`config.mk`:
```
export PLATFORM = sky130hd
export DESIGN_NAME = instr_reg_queue_flat
export DESIGN_NICKNAME = d
export VERILOG_FILES = /design/src/rtl/instr_reg_queue_if.sv /design/src/rtl/instr_reg_queue.sv /design/src/flat_wrapper.sv
export SDC_FILE = /design/constraint.sdc
export NUM_CORES = 1
export LEC_CHECK = 0
export CORE_ASPECT_RATIO = 1.2
export CORE_UTILIZATION = 40
export DETAILED_ROUTE_END_ITERATION = 10
export HOLD_SLACK_MARGIN = 0.08
export PLACE_DENSITY_LB_ADDON = 0.2
export REMOVE_ABC_BUFFERS = 1
export SLEW_MARGIN = 20
export SYNTH_ARGS = -nofsm -noshare
export SYNTH_HDL_FRONTEND = slang
export SYNTH_SLANG_ARGS = --single-unit
```
`constraint.sdc`:
```
create_clock -name clk_i -period 2.6 [get_ports clk_i]
set_clock_uncertainty 0.1 [all_clocks]
set_input_delay 0.78 -clock clk_i [delete_from_list [all_inputs] [get_ports clk_i]]
set_output_delay 0.78 -clock clk_i [all_outputs]
set_load 0.02 [all_outputs]
```
`src/rtl/instr_reg_queue_if.sv`:
```
// Bundle between the instruction register/prefetch queue and its memory and control-unit clients.
// The slave modport is the IR side; master is the memory/control side driving it.
interface instr_reg_queue_if #(
  parameter int unsigned Width = 16,
  parameter int unsigned OpW   = 3,
  parameter int unsigned Depth = 4
) ();
  localparam int unsigned CntW  = $clog2(Depth + 1);
  localparam int unsigned DecW  = 2 ** OpW;
  localparam int unsigned AddrW = Width - OpW - 1;

  // Fetch push port
  logic             in_valid;
  logic             in_ready;
  logic [Width-1:0] in_data;

  // Control-unit commands
  logic             ld;
  logic             clr;
  logic             inc;
  logic             flush;

  // Register contents and decoded fields
  logic [Width-1:0] q;
  logic             q_valid;
  logic             i_bit;
  logic [DecW-1:0]  d;
  logic [AddrW-1:0] addr;

  // Queue status
  logic [CntW-1:0]  count;
  logic             empty;
  logic             full;
  logic             ld_err;

  modport slave (
    input  in_valid, in_data, ld, clr, inc, flush,
    output in_ready, q, q_valid, i_bit, d, addr, count, empty, full, ld_err
  );

  modport master (
    output in_valid, in_data, ld, clr, inc, flush,
    input  in_ready, q, q_valid, i_bit, d, addr, count, empty, full, ld_err
  );
endinterface

```
`src/rtl/instr_reg_queue.sv`:
```
// Instruction register fed by a Depth-entry prefetch FIFO, with CLR/INC and combinational
// decode of the indirect bit, one-hot opcode and address field.
module instr_reg_queue #(
  parameter int unsigned Width = 16,
  parameter int unsigned OpW   = 3,
  parameter int unsigned Depth = 4
) (
  input logic               clk_i,
  input logic               rst_ni,
  instr_reg_queue_if.slave  bus_io
);
  localparam int unsigned PtrW  = $clog2(Depth);
  localparam int unsigned CntW  = $clog2(Depth + 1);
  localparam int unsigned DecW  = 2 ** OpW;
  localparam int unsigned AddrW = Width - OpW - 1;

  if (Width < OpW + 2) begin : gen_bad_width
    $error("instr_reg_queue: Width must be at least OpW+2");
  end
  if (Depth < 2 || (Depth & (Depth - 1)) != 0) begin : gen_bad_depth
    $error("instr_reg_queue: Depth must be a power of two >= 2");
  end

  logic [Width-1:0] mem_q [Depth];
  logic [PtrW-1:0]  rd_ptr_q, rd_ptr_d;
  logic [PtrW-1:0]  wr_ptr_q, wr_ptr_d;
  logic [CntW-1:0]  count_q, count_d;
  logic [Width-1:0] ir_q, ir_d;
  logic             ir_valid_q, ir_valid_d;
  logic             ld_err_q, ld_err_d;

  logic             empty;
  logic             full;
  logic             in_ready;
  logic             push;
  logic             pop;
  logic [DecW-1:0]  dec;

  assign empty    = (count_q == '0);
  assign full     = (count_q == CntW'(Depth));
  // Full blocks the push even when a pop happens the same cycle: no push-through.
  assign in_ready = ~full & ~bus_io.flush;
  assign push     = bus_io.in_valid & in_ready;
  // No bypass: a word pushed this cycle is not yet visible to LD.
  assign pop      = bus_io.ld & ~empty & ~bus_io.clr;

  always_comb begin
    rd_ptr_d = rd_ptr_q;
    wr_ptr_d = wr_ptr_q;
    count_d  = count_q;
    if (bus_io.flush) begin
      rd_ptr_d = '0;
      wr_ptr_d = '0;
      count_d  = '0;
    end else begin
      if (push) begin
        wr_ptr_d = wr_ptr_q + PtrW'(1);
      end
      if (pop) begin
        rd_ptr_d = rd_ptr_q + PtrW'(1);
      end
      count_d = count_q + CntW'(push) - CntW'(pop);
    end
  end

  always_comb begin
    ir_d       = ir_q;
    ir_valid_d = ir_valid_q;
    ld_err_d   = bus_io.ld & empty & ~bus_io.clr;
    if (bus_io.clr) begin
      ir_d       = '0;
      ir_valid_d = 1'b0;
    end else if (bus_io.ld) begin
      // LD outranks INC even when it faults on an empty queue.
      if (!empty) begin
        ir_d       = mem_q[rd_ptr_q];
        ir_valid_d = 1'b1;
      end
    end else if (bus_io.inc) begin
      ir_d = ir_q + Width'(1);
    end
  end

  always_ff @(posedge clk_i or negedge rst_ni) begin
    if (!rst_ni) begin
      rd_ptr_q   <= '0;
      wr_ptr_q   <= '0;
      count_q    <= '0;
      ir_q       <= '0;
      ir_valid_q <= 1'b0;
      ld_err_q   <= 1'b0;
    end else begin
      rd_ptr_q   <= rd_ptr_d;
      wr_ptr_q   <= wr_ptr_d;
      count_q    <= count_d;
      ir_q       <= ir_d;
      ir_valid_q <= ir_valid_d;
      ld_err_q   <= ld_err_d;
    end
  end

  // Storage is not reset; occupancy is tracked entirely by the pointers and count.
  always_ff @(posedge clk_i) begin
    if (push) begin
      mem_q[wr_ptr_q] <= bus_io.in_data;
    end
  end

  always_comb begin
    dec = '0;
    dec[ir_q[Width-2 -: OpW]] = 1'b1;
  end

  assign bus_io.in_ready = in_ready;
  assign bus_io.q        = ir_q;
  assign bus_io.q_valid  = ir_valid_q;
  assign bus_io.i_bit    = ir_q[Width-1];
  assign bus_io.d        = dec;
  assign bus_io.addr     = ir_q[AddrW-1:0];
  assign bus_io.count    = count_q;
  assign bus_io.empty    = empty;
  assign bus_io.full     = full;
  assign bus_io.ld_err   = ld_err_q;

endmodule

```
`src/flat_wrapper.sv`:
```
// flat-port wrapper written by rule: the top's interface ports become plain ports
module instr_reg_queue_flat 
#(
  parameter int unsigned Width = 16,
  parameter int unsigned OpW   = 3,
  parameter int unsigned Depth = 4
)
  (clk_i, rst_ni, bus_io_in_valid, bus_io_in_data, bus_io_ld, bus_io_clr, bus_io_inc, bus_io_flush, bus_io_in_ready, bus_io_q, bus_io_q_valid, bus_io_i_bit, bus_io_d, bus_io_addr, bus_io_count, bus_io_empty, bus_io_full, bus_io_ld_err);
  instr_reg_queue_if #(.Width(Width), .OpW(OpW), .Depth(Depth)) bus_io_i ();
  input logic clk_i;
  input logic rst_ni;
  input wire logic [$bits(bus_io_i.in_valid)-1:0] bus_io_in_valid;
  input wire logic [$bits(bus_io_i.in_data)-1:0] bus_io_in_data;
  input wire logic [$bits(bus_io_i.ld)-1:0] bus_io_ld;
  input wire logic [$bits(bus_io_i.clr)-1:0] bus_io_clr;
  input wire logic [$bits(bus_io_i.inc)-1:0] bus_io_inc;
  input wire logic [$bits(bus_io_i.flush)-1:0] bus_io_flush;
  output wire logic [$bits(bus_io_i.in_ready)-1:0] bus_io_in_ready;
  output wire logic [$bits(bus_io_i.q)-1:0] bus_io_q;
  output wire logic [$bits(bus_io_i.q_valid)-1:0] bus_io_q_valid;
  output wire logic [$bits(bus_io_i.i_bit)-1:0] bus_io_i_bit;
  output wire logic [$bits(bus_io_i.d)-1:0] bus_io_d;
  output wire logic [$bits(bus_io_i.addr)-1:0] bus_io_addr;
  output wire logic [$bits(bus_io_i.count)-1:0] bus_io_count;
  output wire logic [$bits(bus_io_i.empty)-1:0] bus_io_empty;
  output wire logic [$bits(bus_io_i.full)-1:0] bus_io_full;
  output wire logic [$bits(bus_io_i.ld_err)-1:0] bus_io_ld_err;
  assign bus_io_i.in_valid = bus_io_in_valid;
  assign bus_io_i.in_data = bus_io_in_data;
  assign bus_io_i.ld = bus_io_ld;
  assign bus_io_i.clr = bus_io_clr;
  assign bus_io_i.inc = bus_io_inc;
  assign bus_io_i.flush = bus_io_flush;
  assign bus_io_in_ready = bus_io_i.in_ready;
  assign bus_io_q = bus_io_i.q;
  assign bus_io_q_valid = bus_io_i.q_valid;
  assign bus_io_i_bit = bus_io_i.i_bit;
  assign bus_io_d = bus_io_i.d;
  assign bus_io_addr = bus_io_i.addr;
  assign bus_io_count = bus_io_i.count;
  assign bus_io_empty = bus_io_i.empty;
  assign bus_io_full = bus_io_i.full;
  assign bus_io_ld_err = bus_io_i.ld_err;
  instr_reg_queue #(.Width(Width), .OpW(OpW), .Depth(Depth)) u_core (.clk_i(clk_i), .rst_ni(rst_ni), .bus_io(bus_io_i));
endmodule
```
Word-level counts from Yosys, hierarchy flattened
Memories as Yosys holds them, arrays and structs flattened. Index checks and enable logic that the tools add are counted.

Output and inout port bits: 45. Input port bits: 23. RAM bits: 64. Register bits: 25. Logic and storage cells: 51. Memories: 1.

Memory list: u_core.mem_q (depth 4, bits a word 16, read ports 1, clocked after memory_dff 0, wr ports 1, RTL line instr_reg_queue.sv:24) `logic [Width-1:0] mem_q [Depth];`.

Eq/ne operators: 3. Magnitude comparators: 2. Bitwise operators: 10. Reductions and logical operators: 8. Add/sub/neg operators: 5. Mux-type cells: 16.

Operators by type and width (count): 16-bit two-way mux (4); 16-bit by 1-bit adder with 16-bit output (second input constant) (1); 2-bit two-way mux (4); 1-bit AND (6); 1-bit two-way mux (6); 2-bit nonzero test (3); 2-bit by 1-bit adder with 2-bit output (second input constant) (2); 3-bit by 4-bit less-than comparator with 1-bit output (second input constant) (1); 1-bit NOT (4); 2-bit AND reduction (2); 3-bit by 1-bit adder with 3-bit output (1); 1-bit demux with 3-bit select (1); 3-bit == test (second input constant) (1); 3-bit by 1-bit greater-or-equal comparator with 1-bit output (second input constant) (1); 3-bit zero test (1); 3-bit two-way mux (1); 3-bit inequality test (second input constant) (1); 3-bit nonzero test (1); 3-bit by 1-bit subtractor with 3-bit output (1); 2-bit inequality test (second input constant) (1); 1-bit logical AND (1).

Depth between registers and ports, before layout
Depth after elaboration: 7. Gate-level depth with buffers: 10. Mapped depth without buffers: 10.

Worst setup path after synthesis
No wires, ideal clock.

Kind: register to register. Start point: reg u_core.count_q[1] (netlist: u_core.bus_io.count[1]). End point: reg u_core.count_q[2] (netlist: u_core.bus_io.count[2]). Required time: 2370 ps. Data arrival time: 2683 ps. Setup slack: -313 ps. Cell stages (with the launch flop): 11. Period minus slack after synthesis: 2913 ps. Library setup time: 130 ps. Buffers on the path: 0. Path through: dfrtp_1 nor3_1 nor2_1 ha_1 inv_1 ha_1 inv_1 fa_1 xor2_1 xnor2_1 nor2_1.

Elaborated cells on any way between the ends: 11. Those cells by class: add/sub (2); eq/ne (1); mux (1); bitwise (6); reduce/logical (1).

RTL lines: start, declared (RTL line instr_reg_queue.sv:27) `logic [CntW-1:0] count_q, count_d;`; start signal, assigned (RTL line instr_reg_queue.sv:95) `count_q <= count_d;`; 3-bit zero test (RTL line instr_reg_queue.sv:39) `assign empty = (count_q == '0);`; net bus_io_empty (RTL line flat_wrapper.sv:25) `output wire logic [$bits(bus_io_i.empty)-1:0] bus_io_empty;`; 1-bit NOT (RTL line instr_reg_queue.sv:45) `assign pop = bus_io.ld & ~empty & ~bus_io.clr;`; 1-bit AND (2 in series) (RTL line instr_reg_queue.sv:45); 3-bit by 1-bit subtractor with 3-bit output (RTL line instr_reg_queue.sv:62) `count_d = count_q + CntW'(push) - CntW'(pop);`; 3-bit two-way mux (RTL line instr_reg_queue.sv:51) `if (bus_io.flush) begin`; net u_core.count_d[2] (RTL line instr_reg_queue.sv:27).

The timed path passes the listed nets, and every way through them passes these cells. A chain may end at the register's enable or synchronous reset.

Worst setup path in the final report
Start point: in bus_io_flush. End point: out bus_io_in_ready.

Word-level cells in the longest chain between the ends: 2.

RTL lines: start, declared (RTL line flat_wrapper.sv:17) `input wire logic [$bits(bus_io_i.flush)-1:0] bus_io_flush;`; 1-bit NOT (RTL line instr_reg_queue.sv:42) `assign in_ready = ~full & ~bus_io.flush;`; 1-bit AND (RTL line instr_reg_queue.sv:42); end, declared (RTL line flat_wrapper.sv:18) `output wire logic [$bits(bus_io_i.in_ready)-1:0] bus_io_in_ready;`.

No other way between the ends.

==> out/metrics.yaml <==
grt:
  grt-ovfl-total: 0
  grt_pass1_vias: 2626
  grt_usage_pct: 17.92
  grt_max_degree: 31
  grt_pass1_wl_um: 13860
  antenna_found_initial: 0
place:
  place_congestion: 0.7796
  placed_area_um2: 4994
  dpl.hpwl_um: 5930
  portBuffers: 67
  dpl.cell_count: 489
worst_setup_path:
  cp-end-kind: "output pin"
  path_cells: "clkdlybuf4s50_1, nor2_1, clkdlybuf4s15_1"
  critPathKind: "input pin to output pin"
  crit_path_max_incr_delay_ns: 0.45
  cp-start-kind: "input pin"
  worstPathRequired_ns: 1.72
  crit_path_top_delay_cell: "clkdlybuf4s50_1"
  timing.reg2reg.setup_slack_ns: 0.36
  crit_arrival_ns: 1.66
  path_max_fanout: 3
cells_and_area:
  antennaDiodeCount: 0
  drive_gt1_share_pct: 15.83
  seq_area_um2: 2550
  fin_area_um2: 5306
  final_cells: 505
  multiInputGateArea_um2: 1333
  fillCellCount: 845
  area_growth_pct: 29.69
  finalNetCount: 405
clocking:
  cts_buffers: 9
  clockBufferDepth: 2
  cts_setup_buffers: 0
  cts_sinks: 89
  cts_root_buf: "clkbuf_16"
  path_clk_slew_ns: 0.06
  cts-htree-levels: 3
  cts_tree: "done"
  clk_latency_ns: 0.33
yosys:
  synth_edf_count: 64
  syn-cell-area_um2: 4091
  synth_flop_cell: "edfxtp_1"
  ys_seq_area_share_pct: 62.26
  synth_seq_cells: 89
  synth_cell_type_count: 54
  yosysWarningCount: 0
  syn_area_per_cell_um2: 13.82
  syn_inst: 296
  synth-async-reset-ratio_pct: 28.09
routing:
  ant_nets: 0
  viasPerCell: 5.410
  drcViolationCount: 0
  drt-pass1-iter-count: 6
  dr_total_vias: 2732
  routedWlPerCell_um: 17.49
  wirelength_um: 8832
  drt_iter0_markers: 164
sta:
  relSlewSlack_pct: 62.33
  worstMarginPinSlew_ns: 0.5598
  rsz0062_at_grt: "false"
  finalHoldViolCount: 0
  setup_viol: 0
  fin_crit_sh_pct: 97.82
  fin_crit_ns: 2.543
  fin_setup_tns_ns: 0
  slew_violations: 0
  max_freq_ghz: 0.3932
pwr:
  p_leak_uw: 0.001931
  ir_drop_mv: 0.3935
  p_per_area_nw_per_um2: 834.0
die:
  row_count: 40
  die_w_um: 94.33
  design.die.area_um2: 10640
  core_um2: 9960
  io_pins: 68
  start_util_pct: 41.08
  fp.dieH_um: 112.8
hold_path:
  hold_class: "flop to flop"
run:
  maxCapViolations: 0
status:
  status: "complete, no violations"
per-layer routing:
metal / GRT usage (%) / share of wire, % / up-vias
met5: 0 / 0 / -
met4: 10.67 / 3.8 / 0
met3: 2.554 / 4.5 / 20
met2: 28.99 / 50 / 89
met1: 22.73 / 41 / 1335
li1: - / - / 1288
placed cells by master (no fill, tap or decap), types with 3 or more instances in the layout:
cell type        count
edfxtp_1            64
nand2_1             13
buf_4               21
nor2_1              20
dfrtp_1             23
nand3_1              5
ha_1                 7
inv_1               13
o21ai_0              6
nand4_1              7
xnor2_1              3
a211oi_1             3
dlygate4sd2_1        8
clkbuf_16            9
buf_12               4
nor3_1              14
a21oi_1             12
clkinv_1             3
nor4_1               4
and2_1               5
clkdlybuf4s50_1     56
mux4_2              13
mux2i_1              8
a22oi_1              6
and3_1               5
critical path: cells and delay by family:
kind,cells,cell delay (ns)
simple gates,1,0.12
buf+inv,2,0.76
layout make-up:
| class | count | area share (%) |
|---|---|---|
| Inverter | 14 | 0.9903 |
| Multi-Input combinational cell | 168 | 25.11 |
| Tap cell | 126 | 2.971 |
| Clock inverter | 7 | 1.603 |
| Sequential cell | 89 | 48.05 |
| Clock buffer | 9 | 4.244 |
| Timing Repair Buffer | 92 | 17.02 |
cells in the mapped netlist, types with 7 or more instances:
| master | count | area [um^2] |
|---|---|---|
| edfxtp_1 | 64 | 1922 |
| dfrtp_1 | 25 | 625.6 |
| nor2_1 | 20 | 75.07 |
| buf_4 | 16 | 120.1 |
| nor3_1 | 15 | 75.07 |
| inv_1 | 13 | 48.80 |
| mux4_2 | 13 | 292.8 |
| nand2_1 | 13 | 48.80 |
| a21oi_1 | 12 | 60.06 |
| mux2i_1 | 8 | 80.08 |
| ha_1 | 7 | 87.58 |
| nand4_1 | 7 | 43.79 |
cells by family after synthesis:
group | synth area share [%]
multiplexers | 9.113
flip-flops | 62.26
adder cells (fa/ha/maj) | 2.630
AND/OR/NAND/NOR | 11.47
AO/OA/AOI/OAI | 8.379
buffers and inverters | 5.291
XOR/XNOR | 0.8564
worst paths after layout:
path | from | cells past startpoint | end
setup / recovery | bus_io_flush | 3 | bus_io_in_ready
hold / removal | u_core.bus_io.q_valid$_DFFE_PN0P_ | 1 | u_core.bus_io.q_valid$_DFFE_PN0P_
setup reg to reg | u_core.bus_io.count[0]$_DFF_PN0_ | 10 | u_core.bus_io.count[2]$_DFF_PN0_
hold reg to reg | u_core.bus_io.q_valid$_DFFE_PN0P_ | 1 | u_core.bus_io.q_valid$_DFFE_PN0P_
max in group asynchronous | rst_ni | 2 | u_core.bus_io.q[14]$_DFFE_PN0P_
min in group asynchronous | rst_ni | 2 | u_core.wr_ptr_q[1]$_DFFE_PN0P_
repair_timing:
action | CTS | global route
setup endpoints to repair | 9 | 4
hold buffers | 0 | 0
resized for setup | 11 | 4
state kept, by name, summed over array words and instances, names as in the netlist:
name,flops
u_core.wr_ptr_q,2
u_core.rd_ptr_q,2
u_core.bus_io.ld_err,1
u_core.bus_io.count,3
u_core.mem_q,64
u_core.bus_io.q_valid,1
u_core.bus_io.q,16
report_power, final:
| group | leakage, uW | switching (uW) | internal [uW] |
|---|---|---|---|
| combinational | 0.000867 | 657 | 625 |
| clock | 0.000150 | 505 | 831 |
| sequential | 0.000914 | 144 | 1660 |
metrics by stage:
stage	worst slack [ns]	util (%)	total power, uW	hold slack, ns
floorplan	-0.3023	-	2491	0.3844
global placement	-0.3611	50.14	3119	0.3821
detailed placement	-0.4187	50.14	3146	0.3768
CTS	0.004996	53.20	4478	0.3899
global route	0.005960	53.28	4649	0.4154
finish	0.05655	53.28	4425	0.3862
(Power assumes the default switching activity.)
==> RTL edit, RTL diff (same settings) <==
Take the reset off `ir_q` and load it in a clocked block of its own.
--- a/src/rtl/instr_reg_queue.sv
+++ b/src/rtl/instr_reg_queue.sv
@@ -87,5 +87,4 @@
       wr_ptr_q   <= '0;
       count_q    <= '0;
-      ir_q       <= '0;
       ir_valid_q <= 1'b0;
       ld_err_q   <= 1'b0;
@@ -94,8 +93,11 @@
       wr_ptr_q   <= wr_ptr_d;
       count_q    <= count_d;
-      ir_q       <= ir_d;
       ir_valid_q <= ir_valid_d;
       ld_err_q   <= ld_err_d;
     end
+  end
+
+  always_ff @(posedge clk_i) begin
+    ir_q <= ir_d;
   end
 
Behaviour: not the same (Yosys sat finds a counterexample within 4 cycles, from zero or initial values and one cycle with rst_ni low).
==> RTL edit against the original RTL <==
- area after synthesis is 2.4% lower
- sequential cell count stayed put
- sequential share of layout area is 0.20 points lower
- core utilization is 0.44 points higher
- synthesized cell count is 4.4% lower
- power is 3.7% lower
- largest cell class unchanged
- die area is 2.3% lower
- cell area is 2.7% lower
- maximum frequency is 0.25% lower
- worst setup slack worse by 0.0064 ns
- routed wire length is 3.6% lower
- count of clock-buffer cells in the layout is 1 higher
==> RTL edit: results (changes against the original RTL) <==
The run finished with clean final reports. The met2 usage is 30.2% (+1.3 points). The total of cells resized after clock tree synthesis was 8 (-3). For the met3 routed wirelength, the log shows 394 um (-1.5%).

The startpoint identified for the worst register-to-register timing path is u_core.bus_io.count[2]$_DFF_PN0_. The run gives 1.15 mW (-14%) as the clock group power. The post-layout minimum cycle time came out at 2.55 ns (+0.00641 ns). For the wire length of the first global-routing pass, the log shows 13500 um (-2.7%). The number of stages on the worst hold path works out to 2 (+1). The layout cell share with drive strength beyond 1 was 19.3% (+3.5 points). After synthesis, the cell types taking the most area are edfxtp_1 48%, mux4_2 9.0%, dfxtp_1 8.0%, dfrtp_1 5.6%, buf_4 3.4%. The combinational cell fraction of total power is 30.2% (+1.2 points), and the xor/xnor share of the synthesized area is 0.877% (+0.021 points). The run gives 0.786 (+0.80%) as the last weighted congestion value of the routability-driven placer. The switching share of total power is 30.5% (+0.95 points), and the leakage power summed over all cells is 1.82 nW (-5.8%). The worst setup slack after placement was -0.368 ns (+0.0504 ns); the share of synthesized registers carrying an async set or reset was 10.1% (-18 points). The via density per instance was 5.44 (+0.60%). The total routing resource utilization after global routing was 17.5% (-0.40 points). Total routed wire length on the met1 layer: 3470 um (-5.1%). Sorting the synthesized cells by how often they occur yields 64 x edfxtp_1, 19 x nor2_1, 18 x buf_4. The post-synthesis share of cell area spent on full adders, half adders and majority gates is 2.69% (+0.063 points).

The endpoint of the worst register-to-register path is u_core.bus_io.count[2]$_DFF_PN0_. The run gives 4400 um (-0.99%) as the met2 wire length. The fraction of the mapped netlist area in compound gates is 8.33% (-0.048 points), and the deepest level of the CTS H-tree is 3 (unchanged).

The met1 usage is 20.4% (-2.3 points). The transition time of the tightest slew-check pin works out to 0.547 ns (-0.0130 ns). Half-perimeter wire length of the detailed placement result: 5980 um (+0.76%). The iteration count of the initial detailed-routing pass came out at 4 (-2). The logs give 2582 (-1.7%) for the number of global-route vias before repair and 3 (+3) for the count of buffers added by post-CTS timing repair for setup.

The number of nets in the layout was 389 (-4.0%); the multiplexer share of the synthesized area was 9.52% (+0.41 points). The run gives 0.27 ns (-0.09 ns) as the register-to-register setup slack. The average detailed-routed wire length per instance came out at 17.5 um (+0.14%). For the total placed instance area, the log shows 0.00487 mm^2 (-2.6%). The run gives 510 uV (+29%) as the peak supply drop.

The synthesis warning total came out at 0 (unchanged).
[RTL edit: cell count changes after synthesis, sizes merged, moves of 4 or more]
cell / delta
a22oi: -4
a31oi: +6
mux2i: -6
nor3: -10
dfrtp: -16
buf: +5
inv: -5
nand2: -4
dfxtp: +16
[RTL edit: area by class of cell]
type	instances	area share, %
Multi-Input combinational cell	154	25.1
Clock inverter	6	0.678
Clock buffer	10	4.43
Timing Repair Buffer	96	18.4
Inverter	8	0.582
Tap cell	123	2.98
Sequential cell	89	47.9
[RTL edit: worst max-delay path: stages]
cell and delay [ns]:
clkdlybuf4s50_1 0.44, nor2_1 0.11, dlygate4sd2_1 0.33
[RTL edit: per-stage QoR]
| step | hold WS, ns | instances |
|---|---|---|
| 3_5_place_dp | 0.389 | 467 |
| 4_1_cts | 0.402 | 486 |
| 6_report | 0.395 | 486 |
| 3_3_place_gp | 0.384 | 467 |
| 2_1_floorplan | 0.384 | 251 |
| 5_1_grt | 0.411 | 486 |
